$ cat src/rtl/eprisc_bus_master_if.sv
// Host request/response and controller bus signals for the epRISC bus master.
// The master modport is the bus master's view; slave is the host/controller side.
interface eprisc_bus_master_if;
    logic        iReqValid;
    logic        oReqReady;
    logic        iReqWrite;
    logic [14:0] iReqAddr;
    logic [15:0] iReqData;
    logic        oRspValid;
    logic [31:0] oRspData;
    logic        oBusClock;
    logic [1:0]  oBusSelect;
    logic [7:0]  oBusMOSI;
    logic [7:0]  iBusMISO;
    logic        iBusInterrupt;
    logic        oInterrupt;

    modport master (
        input  iReqValid, iReqWrite, iReqAddr, iReqData, iBusMISO, iBusInterrupt,
        output oReqReady, oRspValid, oRspData, oBusClock, oBusSelect, oBusMOSI, oInterrupt
    );

    modport slave (
        output iReqValid, iReqWrite, iReqAddr, iReqData, iBusMISO, iBusInterrupt,
        input  oReqReady, oRspValid, oRspData, oBusClock, oBusSelect, oBusMOSI, oInterrupt
    );
endinterface

$ cat src/rtl/eprisc_bus_master.sv
// epRISC I/O bus master: serialises one 32-bit word per 7-period frame; reads send the
// address frame twice and take the controller's reply from the second frame.
module eprisc_bus_master #(
    parameter int unsigned CLK_DIV     = 4,
    parameter logic [1:0]  SELECT_CODE = 2'h1
) (
    input logic                 iClk,
    input logic                 iRst,
    eprisc_bus_master_if.master bus
);

    typedef enum logic [2:0] {StResync, StIdle, StWframe, StRaddr, StRdata} state_e;

    localparam logic [7:0] DivLast    = 8'(CLK_DIV - 1);
    localparam logic [9:0] ResyncLast = 10'(4 * CLK_DIV - 1);
    localparam logic [3:0] HalfLast   = 4'd13;

    state_e      state_q, state_d;
    logic [7:0]  div_q, div_d;
    logic [3:0]  half_q, half_d;
    logic [9:0]  resync_q, resync_d;
    logic [31:0] word_q, word_d;
    logic [31:0] stage_q, stage_d;
    logic [31:0] rsp_data_q, rsp_data_d;
    logic        rsp_valid_q, rsp_valid_d;
    logic [1:0]  irq_q;

    logic       in_frame, half_end, frame_end, data_half;
    logic [7:0] tx_byte;

    assign in_frame  = (state_q == StWframe) || (state_q == StRaddr) || (state_q == StRdata);
    assign half_end  = (div_q == DivLast);
    assign frame_end = in_frame && half_end && (half_q == HalfLast);
    // Odd half-periods 1,3,5,7 are the high phases of periods 1..4.
    assign data_half = in_frame && half_q[0] && !half_q[3];
    assign tx_byte   = word_q[{half_q[2:1], 3'b000} +: 8];

    always_comb begin
        state_d     = state_q;
        div_d       = div_q;
        half_d      = half_q;
        resync_d    = resync_q;
        word_d      = word_q;
        stage_d     = stage_q;
        rsp_data_d  = rsp_data_q;
        rsp_valid_d = 1'b0;

        if (in_frame) begin
            if (half_end) begin
                div_d  = 8'h00;
                half_d = (half_q == HalfLast) ? 4'd0 : half_q + 4'd1;
            end else begin
                div_d = div_q + 8'd1;
            end
            if ((state_q == StRdata) && data_half && half_end) begin
                stage_d[{half_q[2:1], 3'b000} +: 8] = bus.iBusMISO;
            end
        end

        unique case (state_q)
            StResync: begin
                if (resync_q == ResyncLast) begin
                    state_d = StIdle;
                end else begin
                    resync_d = resync_q + 10'd1;
                end
            end
            StIdle: begin
                if (bus.iReqValid) begin
                    word_d  = {bus.iReqWrite, bus.iReqAddr,
                               bus.iReqWrite ? bus.iReqData : 16'h0000};
                    div_d   = 8'h00;
                    half_d  = 4'd0;
                    state_d = bus.iReqWrite ? StWframe : StRaddr;
                end
            end
            StWframe: begin
                if (frame_end) begin
                    state_d     = StIdle;
                    rsp_valid_d = 1'b1;
                end
            end
            StRaddr: begin
                if (frame_end) begin
                    state_d = StRdata;
                end
            end
            StRdata: begin
                if (frame_end) begin
                    state_d     = StIdle;
                    rsp_valid_d = 1'b1;
                    rsp_data_d  = stage_q;
                end
            end
            default: state_d = StResync;
        endcase
    end

    always_ff @(posedge iClk) begin
        if (iRst) begin
            state_q     <= StResync;
            div_q       <= 8'h00;
            half_q      <= 4'd0;
            resync_q    <= 10'd0;
            word_q      <= 32'h0;
            stage_q     <= 32'h0;
            rsp_data_q  <= 32'h0;
            rsp_valid_q <= 1'b0;
            irq_q       <= 2'b00;
        end else begin
            state_q     <= state_d;
            div_q       <= div_d;
            half_q      <= half_d;
            resync_q    <= resync_d;
            word_q      <= word_d;
            stage_q     <= stage_d;
            rsp_data_q  <= rsp_data_d;
            rsp_valid_q <= rsp_valid_d;
            irq_q       <= {irq_q[0], bus.iBusInterrupt};
        end
    end

    // Select low in RESYNC holds the controller in reset so it realigns to the next frame.
    assign bus.oBusSelect = (state_q == StResync) ? 2'h0 : SELECT_CODE;
    assign bus.oReqReady  = (state_q == StIdle);
    assign bus.oRspValid  = rsp_valid_q;
    assign bus.oRspData   = rsp_data_q;
    assign bus.oBusClock  = in_frame && half_q[0];
    assign bus.oBusMOSI   = data_half ? tx_byte : 8'h00;
    assign bus.oInterrupt = irq_q[1];

endmodule

$ cat src/flat_wrapper.sv
// flat-port wrapper written by rule: the top's interface ports become plain ports
module eprisc_bus_master_flat 
#(
    parameter int unsigned CLK_DIV     = 4,
    parameter logic [1:0]  SELECT_CODE = 2'h1
)
  (iClk, iRst, bus_iReqValid, bus_iReqWrite, bus_iReqAddr, bus_iReqData, bus_iBusMISO, bus_iBusInterrupt, bus_oReqReady, bus_oRspValid, bus_oRspData, bus_oBusClock, bus_oBusSelect, bus_oBusMOSI, bus_oInterrupt);
  eprisc_bus_master_if bus_i ();
  input logic iClk;
  input logic iRst;
  input wire logic [$bits(bus_i.iReqValid)-1:0] bus_iReqValid;
  input wire logic [$bits(bus_i.iReqWrite)-1:0] bus_iReqWrite;
  input wire logic [$bits(bus_i.iReqAddr)-1:0] bus_iReqAddr;
  input wire logic [$bits(bus_i.iReqData)-1:0] bus_iReqData;
  input wire logic [$bits(bus_i.iBusMISO)-1:0] bus_iBusMISO;
  input wire logic [$bits(bus_i.iBusInterrupt)-1:0] bus_iBusInterrupt;
  output wire logic [$bits(bus_i.oReqReady)-1:0] bus_oReqReady;
  output wire logic [$bits(bus_i.oRspValid)-1:0] bus_oRspValid;
  output wire logic [$bits(bus_i.oRspData)-1:0] bus_oRspData;
  output wire logic [$bits(bus_i.oBusClock)-1:0] bus_oBusClock;
  output wire logic [$bits(bus_i.oBusSelect)-1:0] bus_oBusSelect;
  output wire logic [$bits(bus_i.oBusMOSI)-1:0] bus_oBusMOSI;
  output wire logic [$bits(bus_i.oInterrupt)-1:0] bus_oInterrupt;
  assign bus_i.iReqValid = bus_iReqValid;
  assign bus_i.iReqWrite = bus_iReqWrite;
  assign bus_i.iReqAddr = bus_iReqAddr;
  assign bus_i.iReqData = bus_iReqData;
  assign bus_i.iBusMISO = bus_iBusMISO;
  assign bus_i.iBusInterrupt = bus_iBusInterrupt;
  assign bus_oReqReady = bus_i.oReqReady;
  assign bus_oRspValid = bus_i.oRspValid;
  assign bus_oRspData = bus_i.oRspData;
  assign bus_oBusClock = bus_i.oBusClock;
  assign bus_oBusSelect = bus_i.oBusSelect;
  assign bus_oBusMOSI = bus_i.oBusMOSI;
  assign bus_oInterrupt = bus_i.oInterrupt;
  eprisc_bus_master #(.CLK_DIV(CLK_DIV), .SELECT_CODE(SELECT_CODE)) u_core (.iClk(iClk), .iRst(iRst), .bus(bus_i));
endmodule
$ cat config.mk
export PLATFORM = sky130hd
export DESIGN_NAME = eprisc_bus_master_flat
export DESIGN_NICKNAME = d
export VERILOG_FILES = /design/src/rtl/eprisc_bus_master_if.sv /design/src/rtl/eprisc_bus_master.sv /design/src/flat_wrapper.sv
export SDC_FILE = /design/constraint.sdc
export NUM_CORES = 1
export LEC_CHECK = 0
export CAP_MARGIN = 0
export CORE_MARGIN = 2
export CORE_UTILIZATION = 57
export DETAILED_ROUTE_END_ITERATION = 8
export PLACE_DENSITY = 0.84
export SETUP_SLACK_MARGIN = 0.5
export SLEW_MARGIN = 25
export SYNTH_ARGS = -nofsm -noshare
export SYNTH_HDL_FRONTEND = slang
export SYNTH_SLANG_ARGS = --single-unit
$ cat constraint.sdc
create_clock -name iClk -period 4.7 [get_ports iClk]
set_clock_uncertainty 0.15 [all_clocks]
set_input_delay 0.47 -clock iClk [delete_from_list [all_inputs] [get_ports iClk]]
set_output_delay 0.47 -clock iClk [all_outputs]
set_load 0.005 [all_outputs]
== Word level (Yosys, flattened, before mapping) ==
Index checks and enable logic that the tools add are counted.
Storage, ports and cells
  register bits after elaboration: 124
  bits of input ports: 44
  output and inout bits: 46
Operators by class
  add/sub/neg operators: 4
  equality and inequality tests: 11
  shifts and indexed selects: 3
  multiplexer cells: 20
  bitwise gates (word level): 2
  reduce and logical (&&, ||, !) cells: 17
Operators with widths (count)
  $mux W8: 5
  $bwmux W32: 1
  $shift A8 B7 Y32 const A: 1
  $shiftx A32 B6 Y8: 1
  $shiftx A8 B7 Y32: 1
  $mux W4: 5
  $mux W16: 1
  $mux W3: 4
  $pmux W3 S4: 1
  $add A10 B1 Y10 const B: 1
  $eq A10 B4 Y1 const B: 1
  $add A8 B1 Y8 const B: 1
  $eq A8 B2 Y1 const B: 1
  $reduce_and A2 Y1: 4
  $neg A5 Y7: 1
  $eq A3 B2 Y1 const B: 2
  $logic_and A1 B1 Y1: 6
  $ne A2 B1 Y1 const B: 3
  $add A4 B1 Y4 const B: 1
  $eq A4 B4 Y1 const B: 1
  $reduce_and A4 Y1: 1
  $reduce_or A2 Y1: 2
  $eq A3 B1 Y1 const B: 1
  $eq A3 B3 Y1 const B: 1
  6 further kinds: 10

== Longest topological paths before layout ==
Gate-level depths: netlist of the first run.
  depth after elaboration: 8
  depth in mapped cells: 9
  mapped depth without buffers: 6

== Least setup slack after synthesis of the first run ==
Ideal clock, no wire load.
  path kind: reg-to-reg
  from: register u_core.half_q[1]
  to: register u_core.stage_q[0]
  library setup time: 70 ps
  arrival: 2446 ps
  required time: 4480 ps
  path slack: 2033 ps
  stages on the path, launching flop included: 9
  path buffers: 2
  path through: dfxtp_1 > buf_2 > buf_1 > inv_1 > ha_1 > nor3b_1 > nand2_1 > or3_2 > a21oi_1
Between the ends
  word-level cells in the longest chain between the ends: 3
Ends and longest elaborated chain
  start, declared: line eprisc_bus_master.sv:20  | logic [3:0] half_q, half_d;
  start signal, assigned: line eprisc_bus_master.sv:113  | half_q <= half_d;
  $neg A5 Y7 (*): line eprisc_bus_master.sv:56  | stage_d[{half_q[2:1], 3'b000} +: 8] = bus.iBusMISO;
  $shiftx A8 B7 Y32 / $shift A8 B7 Y32 (equally long branches): line eprisc_bus_master.sv:56
  $bwmux W32 (*): line eprisc_bus_master.sv:56
  end signal, assigned: line eprisc_bus_master.sv:116  | stage_q <= stage_d;
  end, declared: line eprisc_bus_master.sv:23  | logic [31:0] stage_q, stage_d;
Mark *: on every way between the ends. The rest lies on a longest branch, timed or not.
A chain may end at the register's enable or synchronous reset.

== Worst setup path in the final report of the first run ==
  from: register u_core.state_q[2]
  to: output bus_oBusMOSI[7]
Between the ends
  word-level cells in the longest chain between the ends: 6
Ends and longest elaborated chain
  start, declared: line eprisc_bus_master.sv:18  | state_e state_q, state_d;
  start signal, assigned: line eprisc_bus_master.sv:101  | state_q <= StResync;
  start signal, assigned: line eprisc_bus_master.sv:111  | state_q <= state_d;
  $eq A3 B2 Y1: line eprisc_bus_master.sv:31  | assign in_frame = (state_q == StWframe) || (state_q == StRaddr) || (state_q == StRdata);
  $logic_or A1 B1 Y1: line eprisc_bus_master.sv:31
  $logic_or A1 B1 Y1 (*): line eprisc_bus_master.sv:31
  $logic_and A1 B1 Y1 (*) (2 in series): line eprisc_bus_master.sv:35  | assign data_half = in_frame && half_q[0] && !half_q[3];
  $mux W8 (*): line eprisc_bus_master.sv:129  | assign bus.oBusMOSI = data_half ? tx_byte : 8'h00;
  end, declared: line flat_wrapper.sv:22  | output wire logic [$bits(bus_i.oBusMOSI)-1:0] bus_oBusMOSI;
Marked as above.

==> reports/qor.csv, run 1 <==
stage;metric;value;unit
final_layout;commonest non-fill, non-tap cell in the layout;nand2_1;
floorplan;Die X;101;microns
logic_synthesis;Syn Nets;669;
drt;First-pass DRT Iterations;5;
drt;DR DRC count;0;
grt;first-pass GRT wire length;21100;microns
pwr;Clk pwr share;52.0;%
flow_run;max cap viols;0;
logic_synthesis;Seq/Total Area, Yosys;46.7;%
floorplan;Starting Density;58.0;%
clock_tree;TritonCTS clock tree;yes;
place;Buffers on Ports;88;
logic_synthesis;Synth Warn #;0;
final_layout;most frequent cells in the layout;nand2_1, dfxtp_1, a21oi_1;
clock_tree;Hold Buf Count CTS;0;
timing;Tcrit/Tclk final;74.1;%
timing;RSZ-0062 raised after global routing;false;
drt;Via Count;4649;
setup_path;slowest CP cell;or3b_2;
grt;vias in the first global route;4438;
grt;initial antenna violation count;0;
logic_synthesis;post-synthesis average cell area;8.59;sq um
pwr;net switching power;0.000589;W
pwr;Sequential Power Share;41.9;%
clock_tree;clk sink count;124;
drt;DRT antenna net count;0;
setup_path;critical path type;register to output port;
timing;fin. max-slew vios;0;
logic_synthesis;post-synth cell types;56;
logic_synthesis;cell area after synthesis;0.00531;sq mm
clock_tree;Resized Gates After CTS;0;
final_layout;final cell count without fillers;810;
pwr;Pleak;2.28;nW
drt;drt total wl;12900;microns
floorplan;Core Area;0.00915;sq mm
clock_tree;htree depth;4;
place;Placed Cells;778;
logic_synthesis;synth top area cells;dfxtp_1, nand2_1, a21oi_1;
timing;TNS Setup;0;ns
timing;final setup violating endpoints;0;
place;hpwl dp;8250;microns
min_path;Worst Hold Class;input port to register;
final_layout;P&R area growth vs syn;27.9;%
clock_tree;Num CTS Buffers;17;
final_layout;share of layout cells above drive strength 1;9.01;%
logic_synthesis;top_reg_cell synth;dfxtp_1;
grt;pin count of the biggest net entering global routing;73;
grt;grt ovf;0;
drt;wire length per cell;15.9;microns
final_layout;Antenna Cells;0;
logic_synthesis;register bit total from synthesis;124;
pwr;Peak VDD IR;290;uV
drt;DRT iter0 DRCs;328;
floorplan;cell row count;35;
floorplan;io pins;90;
setup_path;crit path max fanout;11;
setup_path;CP arrival;2.86;ns
drt;Via-to-Cell Ratio;5.74;
timing;endpoints failing hold;0;
logic_synthesis;Post-synth EDFFs;0;
setup_path;Critical Path RT;4.08;ns
clock_tree;clk buf depth;2;
logic_synthesis;Post-synth ARST share;0;%
pwr;Comb pwr share;6.1;%
logic_synthesis;Post-Syn Instances;618;
setup_path;CP Launch Type;register;
logic_synthesis;post-synth top area share;46.7;%
setup_path;Critical Path End Type;output port;
pwr;power density cells;385;mW/mm^2
outcome;status;completed;
pwr;Int Pwr;0.00203;W
setup_path;CP max stage delay;0.53;ns
clock_tree;postcts setup bufs;0;
clock_tree;Root Driver;clkbuf_8;
floorplan;die area;0.0101;sq mm
timing;Worst slew margin;42.9;%
final_layout;nets;737;
clock_tree;Clock Latency Late Sink;0.52;ns
timing;maximum clock frequency;287;MHz
timing;fin crit period;3.48;ns
logic_synthesis;Synth area leader;dfxtp_1;
setup_path;crit path cell chain;or3b_2 -> nand2_1 -> nand3b_1 -> nor2b_1 -> clkdlybuf4s50_1;
pwr;Switching Share;22.5;%
clock_tree;clock slew at reported path FFs;0.06;ns
floorplan;Die Y-Extent;101;microns
grt;all-layer global routing usage;26.4;%
place;Final Wtd Congestion;0.825;
timing;Tightest Pin Transition;0.854;ns
==> power by group through the flow <==
| stage | Sequential [W] | Combinational [W] | Clock [W] |
|---|---|---|---|
| 5_1_grt | 0.00110 | 0.000177 | 0.00142 |
| 6_report | 0.00110 | 0.000159 | 0.00136 |
| 3_3_place_gp | 0.00112 | 0.000152 | 0 |
| 4_1_cts | 0.00110 | 0.000159 | 0.00136 |
| 3_5_place_dp | 0.00112 | 0.000157 | 0 |
| 2_1_floorplan | 0.00111 | 0.0000950 | 0 |
==> worst max-delay path, delay by kind of cell, from the launching register on <==
kind / cells / cell delay, ns
AND/OR/NAND/NOR: 4 / 1.31
buffers and inverters: 1 / 0.52
flip-flops: 1 / 0.52
==> cells by family (layout without fill, tap and decap cells) <==
family / Yosys count / count (layout) / share of synthesized area [%]
AND/OR/NAND/NOR: 250 / 250 / 24.0
AO/OA/AOI/OAI: 158 / 158 / 16.9
flip-flops: 124 / 124 / 46.7
buffers and inverters: 54 / 135 / 4.48
multiplexers: 13 / 13 / 4.36
XOR/XNOR: 11 / 11 / 1.81
adder cells (fa/ha/maj): 7 / 7 / 1.65
other: 1 / 1 / 0.0706
==> final cells by class <==
class / instances / area (sq um)
clock buffers: 18 / 428
fillers: 653 / 2360
repair buffers: 92 / 906
clock inverters: 14 / 191
flip-flops and latches: 124 / 2480
well taps: 111 / 139
multi-input cells: 440 / 2600
inverters: 11 / 41.3
==> final timing paths <==
check | startpoint | endpoint | slack (ns) | depth (start not counted)
max | u_core.state_q[2] | bus_oBusMOSI[7] | 1.22 | 5
max reg2reg | u_core.half_q[1] | u_core.stage_q[17] | 1.65 | 6
min reg2reg | u_core.irq_q[0] | u_core.irq_q[1] | 0.28 | 1
min | iRst | u_core.irq_q[1] | 0.27 | 2
==> synth_stat cells (7+ instances only) <==
library cell	n
a21oi_1	89
a22o_1	16
buf_2	11
clkbuf_1	22
dfxtp_1	124
ha_1	7
inv_1	11
mux4_2	8
nand2_1	132
nor2_1	21
nor2b_1	12
o21ai_0	37
or3_1	32
xnor2_1	7
==> layer usage <==
layer	share of wire, %	global-route usage, %
met5	0	0
met1	42	33.5
met3	6.2	6.38
met2	50	44.5
met4	1.5	8.85
==> sequential cells by signal, summed over array words and instances (netlist names) <==
| signal | count |
|---|---|
| u_core.half_q | 4 |
| u_core.bus.oRspValid | 1 |
| u_core.stage_q | 32 |
| u_core.resync_q | 10 |
| u_core.state_q | 3 |
| u_core.div_q | 8 |
| u_core.bus.oRspData | 32 |
| u_core.irq_q | 2 |
| u_core.word_q | 32 |
==> per-stage QoR <==
stage / hold WS, ns / power, W / area, sq um / setup slack [ns] / utilization, %
floorplan: 0.264 / 0.00120 / 5310 / 2.03 / -
global placement: 0.273 / 0.00127 / 6170 / 1.76 / 67.4
detailed placement: 0.270 / 0.00128 / 6170 / 1.70 / 67.4
CTS: 0.261 / 0.00262 / 6790 / 1.18 / 74.1
global route: 0.285 / 0.00269 / 6790 / 1.04 / 74.2
finish: 0.269 / 0.00262 / 6790 / 1.22 / 74.2
Note: power is estimated with default switching activity, not from simulation.
==> run 2, diff against run 1 <==
--- a/config.mk
+++ b/config.mk
@@ -7,9 +7,9 @@
 export LEC_CHECK = 0
 export CAP_MARGIN = 0
 export CORE_MARGIN = 2
-export CORE_UTILIZATION = 57
+export CORE_UTILIZATION = 48
 export DETAILED_ROUTE_END_ITERATION = 8
-export PLACE_DENSITY = 0.84
+export PLACE_DENSITY = 0.75
 export SETUP_SLACK_MARGIN = 0.5
 export SLEW_MARGIN = 25
 export SYNTH_ARGS = -nofsm -noshare
==> constraint.sdc (replaced) <==
create_clock -name iClk -period 3 [get_ports iClk]
set_clock_uncertainty 0.15 [all_clocks]
set_input_delay 0.3 -clock iClk [delete_from_list [all_inputs] [get_ports iClk]]
set_output_delay 0.3 -clock iClk [all_outputs]
set_load 0.005 [all_outputs]
==> run 2 against run 1 <==
Effect of this change:
- sequential share of layout area fell by 0.42 points
- worst setup slack got worse by 0.62 ns
- wire length rose by 1.6%
- combinational power rose by 77%
- hold slack got worse by 0.24 ns
- utilization fell by 10 points
- die area rose by 18%
==> reports/qor.csv, run 2 (synthesis results as in run 1) <==
stage;metric;value;unit;change
clock_tree;TritonCTS clock tree;yes;;unchanged
place;Final Wtd Congestion;0.866;;was 0.825
floorplan;io pins;90;;unchanged
clock_tree;Hold Buf Count CTS;0;;unchanged
final_layout;Antenna Cells;0;;unchanged
drt;DRT antenna net count;0;;unchanged
final_layout;P&R area growth vs syn;30.2;%;was 27.9%
clock_tree;Clock Latency Late Sink;0.51;ns;was 0.52 ns
pwr;Peak VDD IR;315;uV;was 290 uV
final_layout;multi-input combinational cell area;0.00264;sq mm;was 0.00260 sq mm
grt;all-layer global routing usage;22.1;%;was 26.4%
floorplan;Core Area;0.0108;sq mm;was 0.00915 sq mm
timing;fin. max-slew vios;0;;unchanged
floorplan;cell row count;38;;was 35
clock_tree;clk sink count;124;;unchanged
clock_tree;clk buf depth;2;;unchanged
final_layout;share of layout cells above drive strength 1;13.8;%;was 9.01%
drt;drt total wl;13100;microns;was 12900 microns
timing;endpoints failing hold;0;;unchanged
timing;Hold WS;0.0290;ns;was 0.269 ns
final_layout;commonest non-fill, non-tap cell in the layout;nand2_1;;unchanged
setup_path;crit path max fanout;14;;was 11
outcome;status;completed;;unchanged
min_path;hold path cells;2;;unchanged
timing;maximum clock frequency;416;MHz;
final_layout;fill count;928;;was 653
setup_path;Critical Path RT;2.55;ns;was 4.08 ns
drt;Via Count;4688;;was 4649
pwr;power density cells;550;mW/mm^2;was 385 mW/mm^2
drt;DR DRC count;0;;unchanged
final_layout;register area;0.00250;sq mm;was 0.00248 sq mm
floorplan;die area;0.0119;sq mm;was 0.0101 sq mm
timing;RSZ-0062 raised after global routing;false;;unchanged
setup_path;critical path type;register to output port;;unchanged
final_layout;most frequent cells in the layout;nand2_1, dfxtp_1, a21oi_1;;unchanged
drt;wire length per cell;15.2;microns;was 15.9 microns
grt;first-pass GRT wire length;20700;microns;was 21100 microns
grt;grt ovf;0;;unchanged
setup_path;R2R depth;5;;was 6
place;hpwl dp;8380;microns;was 8250 microns
floorplan;Die X;109;microns;was 101 microns
clock_tree;Num CTS Buffers;17;;unchanged
clock_tree;clock slew at reported path FFs;0.06;ns;about the same
timing;TNS Setup;0;ns;unchanged
clock_tree;Root Driver;clkbuf_8;;unchanged
flow_run;max cap viols;0;;unchanged
min_path;Worst Hold Class;input port to register;;unchanged
setup_path;Critical Path End Type;output port;;unchanged
timing;Tcrit/Tclk final;80.2;%;
floorplan;Die Y-Extent;109;microns;was 101 microns
setup_path;CP Launch Type;register;;unchanged
place;Buffers on Ports;88;;unchanged
pwr;Pleak;2.35;nW;was 2.28 nW
clock_tree;htree depth;4;;unchanged
timing;fin crit period;2.41;ns;
timing;final setup violating endpoints;0;;unchanged
drt;Via-to-Cell Ratio;5.47;;was 5.74
timing;Tightest Pin Transition;0.830;ns;was 0.854 ns
grt;initial antenna violation count;0;;unchanged
timing;Worst slew margin;44.7;%;was 42.9%
setup_path;CP arrival;1.96;ns;was 2.86 ns
grt;pin count of the biggest net entering global routing;85;;was 73
drt;DRT iter0 DRCs;341;;was 328
floorplan;Starting Density;49.0;%;was 58.0%
grt;vias in the first global route;4454;;was 4438
drt;First-pass DRT Iterations;6;;was 5
final_layout;nets;755;;was 737
==> run 2: cell types whose count changed in the layout (fill, tap and decap cells not counted), moves of 2 or more <==
cell / previous run / this run
buf_6: 0 / 3
buf_4: 4 / 16
clkinvlp_4: 1 / 4
nor2b_1: 12 / 10
clkdlybuf4s50_1: 87 / 78
clkbuf_2: 0 / 8
nor2b_2: 0 / 2
inv_6: 3 / 0
clkinv_2: 4 / 6
clkbuf_1: 0 / 2
nor3b_2: 0 / 2
bufinv_16: 4 / 1
dfxtp_4: 0 / 4
dfxtp_1: 124 / 119
==> run 2: final timing paths <==
| kind | from | to | slack [ns] |
|---|---|---|---|
| worst max-delay path | u_core.state_q[1] | bus_oBusSelect[0] | 0.59 |
| worst min-delay path | iRst | u_core.irq_q[0] | 0.03 |
| worst max register to register | u_core.div_q[3] | u_core.stage_q[19] | 0.62 |
| worst min register to register | u_core.bus.oRspData[11] | u_core.bus.oRspData[11] | 0.30 |
==> run 2: where the power goes <==
| part | switching [W] | internal, W |
|---|---|---|
| combinational | 0.000147 | 0.000135 |
| sequential | 0.0000236 | 0.00168 |
| clock | 0.000710 | 0.00111 |
| total | 0.000881 | 0.00293 |
==> run 2: worst max-delay path: stages (launching register included) <==
cell	delay, ns
dfxtp_4	0.34
buf_4	0.14
buf_4	0.17
nor3_4	0.18
inv_2	0.15
clkdlybuf4s50_1	0.47
==> run 2: layout make-up <==
| type | instances | area share [%] |
|---|---|---|
| clock buffers | 20 | 6.30 |
| repair buffers | 109 | 14.8 |
| flip-flops and latches | 124 | 36.1 |
| multi-input cells | 441 | 38.2 |
| inverters | 11 | 0.597 |
| clock inverters | 12 | 1.43 |
| well taps | 140 | 2.53 |
==> run 2: routing by layer <==
| metal | global-route usage (%) | part of all wire, % |
|---|---|---|
| met1 | 27.6 | 44 |
| met2 | 36.6 | 47 |
| met3 | 6.22 | 7.5 |
| met4 | 7.59 | 2.0 |
| met5 | 0 | 0 |
==> run 2: through the flow <==
stage               cells  setup WS (ns)  power, W  area [sq um]  util (%)
finish                857          0.594   0.00381          6920      63.8
global route          857          0.503   0.00395          6920      63.8
CTS                   852          0.474   0.00382          6880      63.5
detailed placement    814          0.435   0.00200          6270      57.9
global placement      814          0.376   0.00199          6270      57.9
floorplan             618          0.414   0.00189          5320         -
==> run 2: timing repair <==
action | in CTS | in global routing
resized for setup | 25 | 23
cloned | 0 | 1
pin swaps | 0 | 3
setup buffers | 6 | 4
endpoints found under the hold margin | 0 | 0
endpoints found under the setup margin | 10 | 60
==> run 3, diff against run 2 <==
==> constraint.sdc (replaced) <==
create_clock -name iClk -period 2 [get_ports iClk]
set_clock_uncertainty 0.15 [all_clocks]
set_input_delay 0.2 -clock iClk [delete_from_list [all_inputs] [get_ports iClk]]
set_output_delay 0.2 -clock iClk [all_outputs]
set_load 0.005 [all_outputs]
==> run 3 against run 2 <==
Effect of this change:
- the flow now finishes with violations (negative setup slack)
- critical path depth grew 1
- utilization increased by 20 points
- final cell count rose by 7.9%
- hold slack improved by 0.018 ns
- first-iteration DRC count rose by 20%
- wire length grew 63%
- via count is 22% higher
- global-route usage rose by 8.2 points
- register-to-register slack worse by 0.82 ns
- critical endpoint is now bus_oBusMOSI[4]
- largest power group unchanged
==> reports/qor.csv, run 3 (synthesis results as in run 1) <==
stage;metric;value;unit;change
outcome;status;finished with violations;;was completed
outcome;failing checks;negative setup slack;;
grt;pin count of the biggest net entering global routing;51;;was 85
setup_path;crit path max fanout;8;;was 14
final_layout;share of layout cells above drive strength 1;52.9;%;was 13.8%
pwr;Clk pwr share;48.0;%;was 47.8%
drt;Via-to-Cell Ratio;6.20;;was 5.47
timing;Tcrit/Tclk final;115;%;
setup_path;Buf/Inv on CP;2;;was 4
timing;fin. max-slew vios;0;;unchanged
flow_run;max cap viols;0;;unchanged
timing;final setup margin;-0.299;ns;was 0.594 ns
grt;grt ovf;0;;unchanged
drt;DRT antenna net count;0;;unchanged
place;Final Wtd Congestion;0.800;;was 0.866
timing;final setup violating endpoints;42;;was 0
grt;first-pass GRT wire length;27400;microns;was 20700 microns
clock_tree;clk sink count;124;;unchanged
setup_path;crit path cell chain;or3b_4 -> nand2_4 -> nand3b_1 -> buf_6 -> nor2b_1 -> buf_2;;was buf_4 -> buf_4 -> nor3_4 -> inv_2 -> clkdlybuf4s50_1
pwr;Sequential Power Share;39.2;%;was 44.8%
floorplan;die area;0.0119;sq mm;unchanged
place;hpwl dp;8620;microns;was 8380 microns
clock_tree;Clock Latency Late Sink;0.54;ns;was 0.51 ns
setup_path;CP max stage delay;0.42;ns;was 0.47 ns
drt;Via Count;5737;;was 4688
floorplan;Die Y-Extent;109;microns;unchanged
floorplan;io pins;90;;unchanged
pwr;power density cells;732;mW/mm^2;was 550 mW/mm^2
setup_path;critical path type;register to output port;;unchanged
timing;fin crit period;2.30;ns;
clock_tree;Num CTS Buffers;17;;unchanged
setup_path;Critical Path End Type;output port;;unchanged
floorplan;Core Area;0.0108;sq mm;unchanged
drt;wire length per cell;23.0;microns;was 15.2 microns
timing;Hold WS;0.0473;ns;was 0.0290 ns
timing;endpoints failing hold;0;;unchanged
floorplan;Starting Density;49.0;%;unchanged
place;Buffers on Ports;88;;unchanged
min_path;hold path cells;2;;unchanged
clock_tree;clock slew at reported path FFs;0.07;ns;was 0.06 ns
pwr;total power;0.00661;W;was 0.00381 W
grt;all-layer global routing usage;30.3;%;was 22.1%
pwr;Comb pwr share;12.9;%;was 7.4%
setup_path;CP Launch Type;register;;unchanged
final_layout;Antenna Cells;0;;unchanged
drt;DRT iter0 DRCs;408;;was 341
grt;initial antenna violation count;0;;unchanged
clock_tree;htree depth;4;;unchanged
setup_path;Critical Path RT;1.65;ns;was 2.55 ns
min_path;Worst Hold Class;input port to register;;unchanged
setup_path;slowest CP cell;or3b_4;;was clkdlybuf4s50_1
clock_tree;Hold Buf Count CTS;0;;unchanged
final_layout;most frequent cells in the layout;dfxtp_1, a21oi_2, nand2_1;;was nand2_1, dfxtp_1, a21oi_1
clock_tree;clk buf depth;2;;unchanged
timing;Tightest Pin Transition;0.714;ns;was 0.830 ns
timing;RSZ-0062 raised after global routing;true;;was false
final_layout;P&R area growth vs syn;70.1;%;was 30.2%
pwr;Pleak;3.24;nW;was 2.35 nW
setup_path;Crit path max-delay family;simple AND/OR/NAND/NOR gates;;was buffers and inverters
setup_path;R2R depth;8;;was 5
clock_tree;Root Driver;clkbuf_8;;unchanged
setup_path;critical path depth in cells;6;;was 5
pwr;Int Pwr;0.00499;W;was 0.00293 W
pwr;Peak VDD IR;823;uV;was 315 uV
floorplan;cell row count;38;;unchanged
drt;DR DRC count;0;;unchanged
final_layout;nets;823;;was 755
final_layout;commonest non-fill, non-tap cell in the layout;dfxtp_1;;was nand2_1
clock_tree;TritonCTS clock tree;yes;;unchanged
pwr;Switching Share;24.6;%;was 23.1%
floorplan;Die X;109;microns;unchanged
grt;vias in the first global route;5374;;was 4454
timing;maximum clock frequency;435;MHz;
drt;First-pass DRT Iterations;7;;was 6
drt;drt total wl;21300;microns;was 13100 microns
pwr;net switching power;0.00162;W;was 0.000881 W
timing;Worst slew margin;52.4;%;was 44.7%
setup_path;CP arrival;1.95;ns;was 1.96 ns
## run 3: cell count changes in the layout (fill, tap and decap cells not counted), sizes merged, moves of 3 or more
| cell | change |
|---|---|
| buf | +71 |
| clkdlybuf4s50 | -36 |
| clkdlybuf4s15 | +18 |
| dlygate4sd2 | +17 |
| and4 | +3 |
| clkbuf | -3 |
| clkinv | -3 |
| clkinvlp | -3 |
| nor2 | +3 |
## run 3: cell type report
type                            count  area (sq um)
Timing Repair Buffer              172          1760
Tap cell                          140           175
Clock inverter                      7           110
Fill cell                         500          1810
Sequential cell                   124          2550
Inverter                           11          60.1
Multi-Input combinational cell    446          3890
Clock buffer                       25           484
## run 3: worst paths after layout
kind / endpoint / start / slack, ns
worst min register to register: u_core.irq_q[1] / u_core.irq_q[0] / 0.29
worst max-delay path: bus_oBusMOSI[4] / u_core.state_q[2] / -0.30
worst min-delay path: u_core.irq_q[1] / iRst / 0.05
worst max register to register: u_core.stage_q[28] / u_core.half_q[2] / -0.20
## run 3: worst reg2reg max path, stage by stage, from the launching register on
cell and delay (ns):
dfxtp_4 0.44, buf_6 0.14, inv_6 0.04, ha_4 0.26, nor3b_4 0.28, buf_6 0.16
nand2_1 0.07, or3_1 0.38, a21oi_1 0.19
## run 3: routing by layer
layer	GRT usage (%)	up-vias	part of all wire, %
met5	0	-	0
met4	14.0	0	5.1
met3	7.95	114	7.2
met2	51.9	361	50
met1	35.3	2792	38
li1	-	2470	-
## run 3: metrics by stage
stage | setup slack [ns] | cells | cell area, sq um | utilization, % | setup TNS (ns)
3_3_place_gp | -0.00450 | 826 | 6600 | 60.9 | -0.00645
2_1_floorplan | 0.0832 | 618 | 5700 | - | 0
6_report | -0.299 | 925 | 9030 | 83.3 | -4.18
5_1_grt | -0.374 | 925 | 9030 | 83.3 | -6.73
4_1_cts | -0.184 | 910 | 8330 | 76.8 | -1.60
3_5_place_dp | -0.0296 | 826 | 6600 | 60.9 | -0.0338
## run 3: power by group through the flow
| stage | clock network [W] | registers [W] | logic, W |
|---|---|---|---|
| 2_1_floorplan | 0 | 0.00262 | 0.000273 |
| 5_1_grt | 0.00328 | 0.00259 | 0.000879 |
| 6_report | 0.00317 | 0.00259 | 0.000850 |
| 3_5_place_dp | 0 | 0.00262 | 0.000444 |
| 3_3_place_gp | 0 | 0.00262 | 0.000430 |
| 4_1_cts | 0.00309 | 0.00257 | 0.000671 |
## run 3: what timing repair did
| action | 4_1_cts | 5_1_grt |
|---|---|---|
| cloned | 13 | 0 |
| pin swaps | 89 | 72 |
| setup endpoints to repair | 165 | 148 |
| setup buffers | 39 | 15 |
| gates resized for setup | 293 | 166 |
==> RTL change: new RTL, settings of run 3 <==
Take the reset off `word_q` and load it in a clocked block of its own.
--- a/src/rtl/eprisc_bus_master.sv
+++ b/src/rtl/eprisc_bus_master.sv
@@ -102,7 +102,6 @@
             div_q       <= 8'h00;
             half_q      <= 4'd0;
             resync_q    <= 10'd0;
-            word_q      <= 32'h0;
             stage_q     <= 32'h0;
             rsp_data_q  <= 32'h0;
             rsp_valid_q <= 1'b0;
@@ -112,12 +111,15 @@
             div_q       <= div_d;
             half_q      <= half_d;
             resync_q    <= resync_d;
-            word_q      <= word_d;
             stage_q     <= stage_d;
             rsp_data_q  <= rsp_data_d;
             rsp_valid_q <= rsp_valid_d;
             irq_q       <= {irq_q[0], bus.iBusInterrupt};
         end
+    end
+
+    always_ff @(posedge iClk) begin
+        word_q <= word_d;
     end
 
     // Select low in RESYNC holds the controller in reset so it realigns to the next frame.
Formal check against the unedited RTL: no difference found for any inputs over 10 cycles, from zero or initial values and one cycle with iRst high; that may be too few to reach the edited logic, so the function may still have changed.
==> RTL change against run 3 <==
- the flow still finishes with violations (setup timing)
- first-iteration DRC count increased by 42%
- combinational power decreased by 16%
- area after synthesis increased by 1.3%
- count of clock-buffer cells in the layout unchanged
- setup slack improved by 34 ps
- clock power decreased by 12%
- sequential share of layout area increased by 4.7 points
- sequential cell count unchanged
- sequential power increased by 4%
- total power decreased by 6.4%
- cell area decreased by 4.3%
- synthesized cell count decreased by 8.7%
- wire length decreased by 9.1%
- critical path type unchanged
- critical endpoint is now bus_oBusMOSI[6]
- highest routed layer unchanged
==> RTL change: results (changes against run 3) <==
GRT
  • Vias in the first global route: 4941 (-8.1%)
  • Largest net degree at the start of global routing: 65 (+27%)
  • First-pass GRT wire length: 24600 µm (-10%)
  • GRT Total Usage: 27.01% (-3.3 points)

Placed design
  • Placer Congestion: 0.7893 (-1.3%)
  • Placed instance count: 784 (-5.1%)
  • Final HPWL DP: 8336 µm (-3.3%)
  • I/O Buffers: 88 (unchanged)

Routing
  • Drt first pass iters: 7 (unchanged)
  • Via/cell ratio: 6.016 (-3.0%)
  • WL/cell: 21.89 µm (-4.7%)
  • Antenna-violating nets left: 0 (unchanged)
  • DRT iter0 DRCs: 579 (+42%)
  • Final WL: 19330 µm (-9.1%)

Pwr
  • Max IR drop VDD: 0.6164 mV (-25%)
  • Int Pwr: 4728 µW (-5.2%)
  • Leakage: 0.003079 µW (-5.0%)

Yosys
  • Post-Syn Nets: 615 (-8.1%)
  • Yosys cell types: 55 (-1.8%)
  • Synthesized area per cell: 9.539 µm² (+11%)
  • Register area share after synthesis: 52.09% (+5.4 points)
  • Commonest cells in the netlist: nand2_1 (101), dfxtp_1 (92), a21oi_1 (74)
  • Post-synth EDFFs: 32 (+32)
  • Synth area leaders: dfxtp_1 (34%), edfxtp_1 (18%), nand2_1 (7.0%)

Worst setup path
  • Data arrival, critical path: 1910 ps (-40 ps)

STA
  • Setup violations, final: 119 (+180%)
  • Final WS setup: -264.6 ps (+33.93 ps)

Clocking
  • Root Buffer: clkbuf_8

Run status
  • Status: finished, violations left
  • Failing checks: setup timing

Layout
  • Antenna cell count: 0 (unchanged)
  • Fraction of layout cells with a size suffix above 1: 44.01% (-8.9 points)
[RTL change: cell types whose count changed after synthesis, moves of 4 or more]
cell,run 3,this run
a21oi_1,89,74
a22o_1,16,0
and2_1,3,18
clkbuf_1,22,18
dfxtp_1,124,92
edfxtp_1,0,32
nand2_1,132,101
[RTL change: final cells by class]
type / instances / area, µm²
Clock inverter: 6 / 35.03
Tap cell: 140 / 175.2
Multi-Input combinational cell: 393 / 3159
Fill cell: 571 / 2241
Sequential cell: 124 / 2849
Timing Repair Buffer: 184 / 1883
Clock buffer: 25 / 496.7
Inverter: 11 / 48.80
[RTL change: path summary, 6_finish.rpt]
kind                                           end               from  cells after the start  slack [ps]
worst min-delay path             u_core.word_q[29]   bus_iReqAddr[13]                      1          60
worst max-delay path               bus_oBusMOSI[6]  u_core.state_q[1]                      6        -260
worst max register to register  u_core.stage_q[16]  u_core.state_q[2]                      7        -220
worst min register to register     u_core.irq_q[1]    u_core.irq_q[0]                      1         290
[RTL change: critical path, cell delays in order, from the launching register on]
cell,delay (ps)
dfxtp_2,320
or3b_4,410
nand2_4,70
nand3b_1,110
buf_6,180
nor2b_1,140
buf_2,130
[RTL change: cells by family after synthesis]
family                   Yosys count  synth area share, %
adder cells (fa/ha/maj)            7                1.628
AND/OR/NAND/NOR                  233                23.28
AO/OA/AOI/OAI                    126                12.49
buffers and inverters             49                4.349
multiplexers                      13                4.302
other                              1              0.06970
XOR/XNOR                          11                1.791
flip-flops                       124                52.09
[RTL change: metrics by stage]
step	setup WS (ps)	TNS [ps]	cell area [µm²]
3_5_place_dp	-166.2	-7010	6684
3_3_place_gp	-131.8	-4239	6684
4_1_cts	-200.1	-2458	8074
5_1_grt	-383.7	-18460	8647
6_report	-264.6	-12110	8647
2_1_floorplan	-537.3	-13580	5622
[RTL change: layer usage]
| layer | global-route usage [%] | vias up | wire, µm |
|---|---|---|---|
| met5 | 0 | - | 0 |
| met4 | 12.21 | 0 | 989 |
| met3 | 6.520 | 104 | 1703 |
| met2 | 46.45 | 336 | 9703 |
| met1 | 31.75 | 2548 | 6929 |
| li1 | - | 2324 | - |
[RTL change: power by group through the flow]
| stage | clock network (µW) | logic (µW) | registers [µW] |
|---|---|---|---|
| floorplan | 0 | 229 | 2740 |
| global placement | 0 | 415 | 2730 |
| detailed placement | 0 | 429 | 2740 |
| CTS | 2760 | 626 | 2690 |
| global route | 2910 | 749 | 2700 |
| finish | 2780 | 713 | 2700 |
[RTL change: what timing repair did]
action / CTS / global route
hold buffers: 1 / 0
setup buffers: 43 / 11
cloned: 9 / 4
resized for setup: 207 / 122
endpoints found under the setup margin: 166 / 157
endpoints found under the hold margin: 8 / 0
pin swaps: 41 / 54
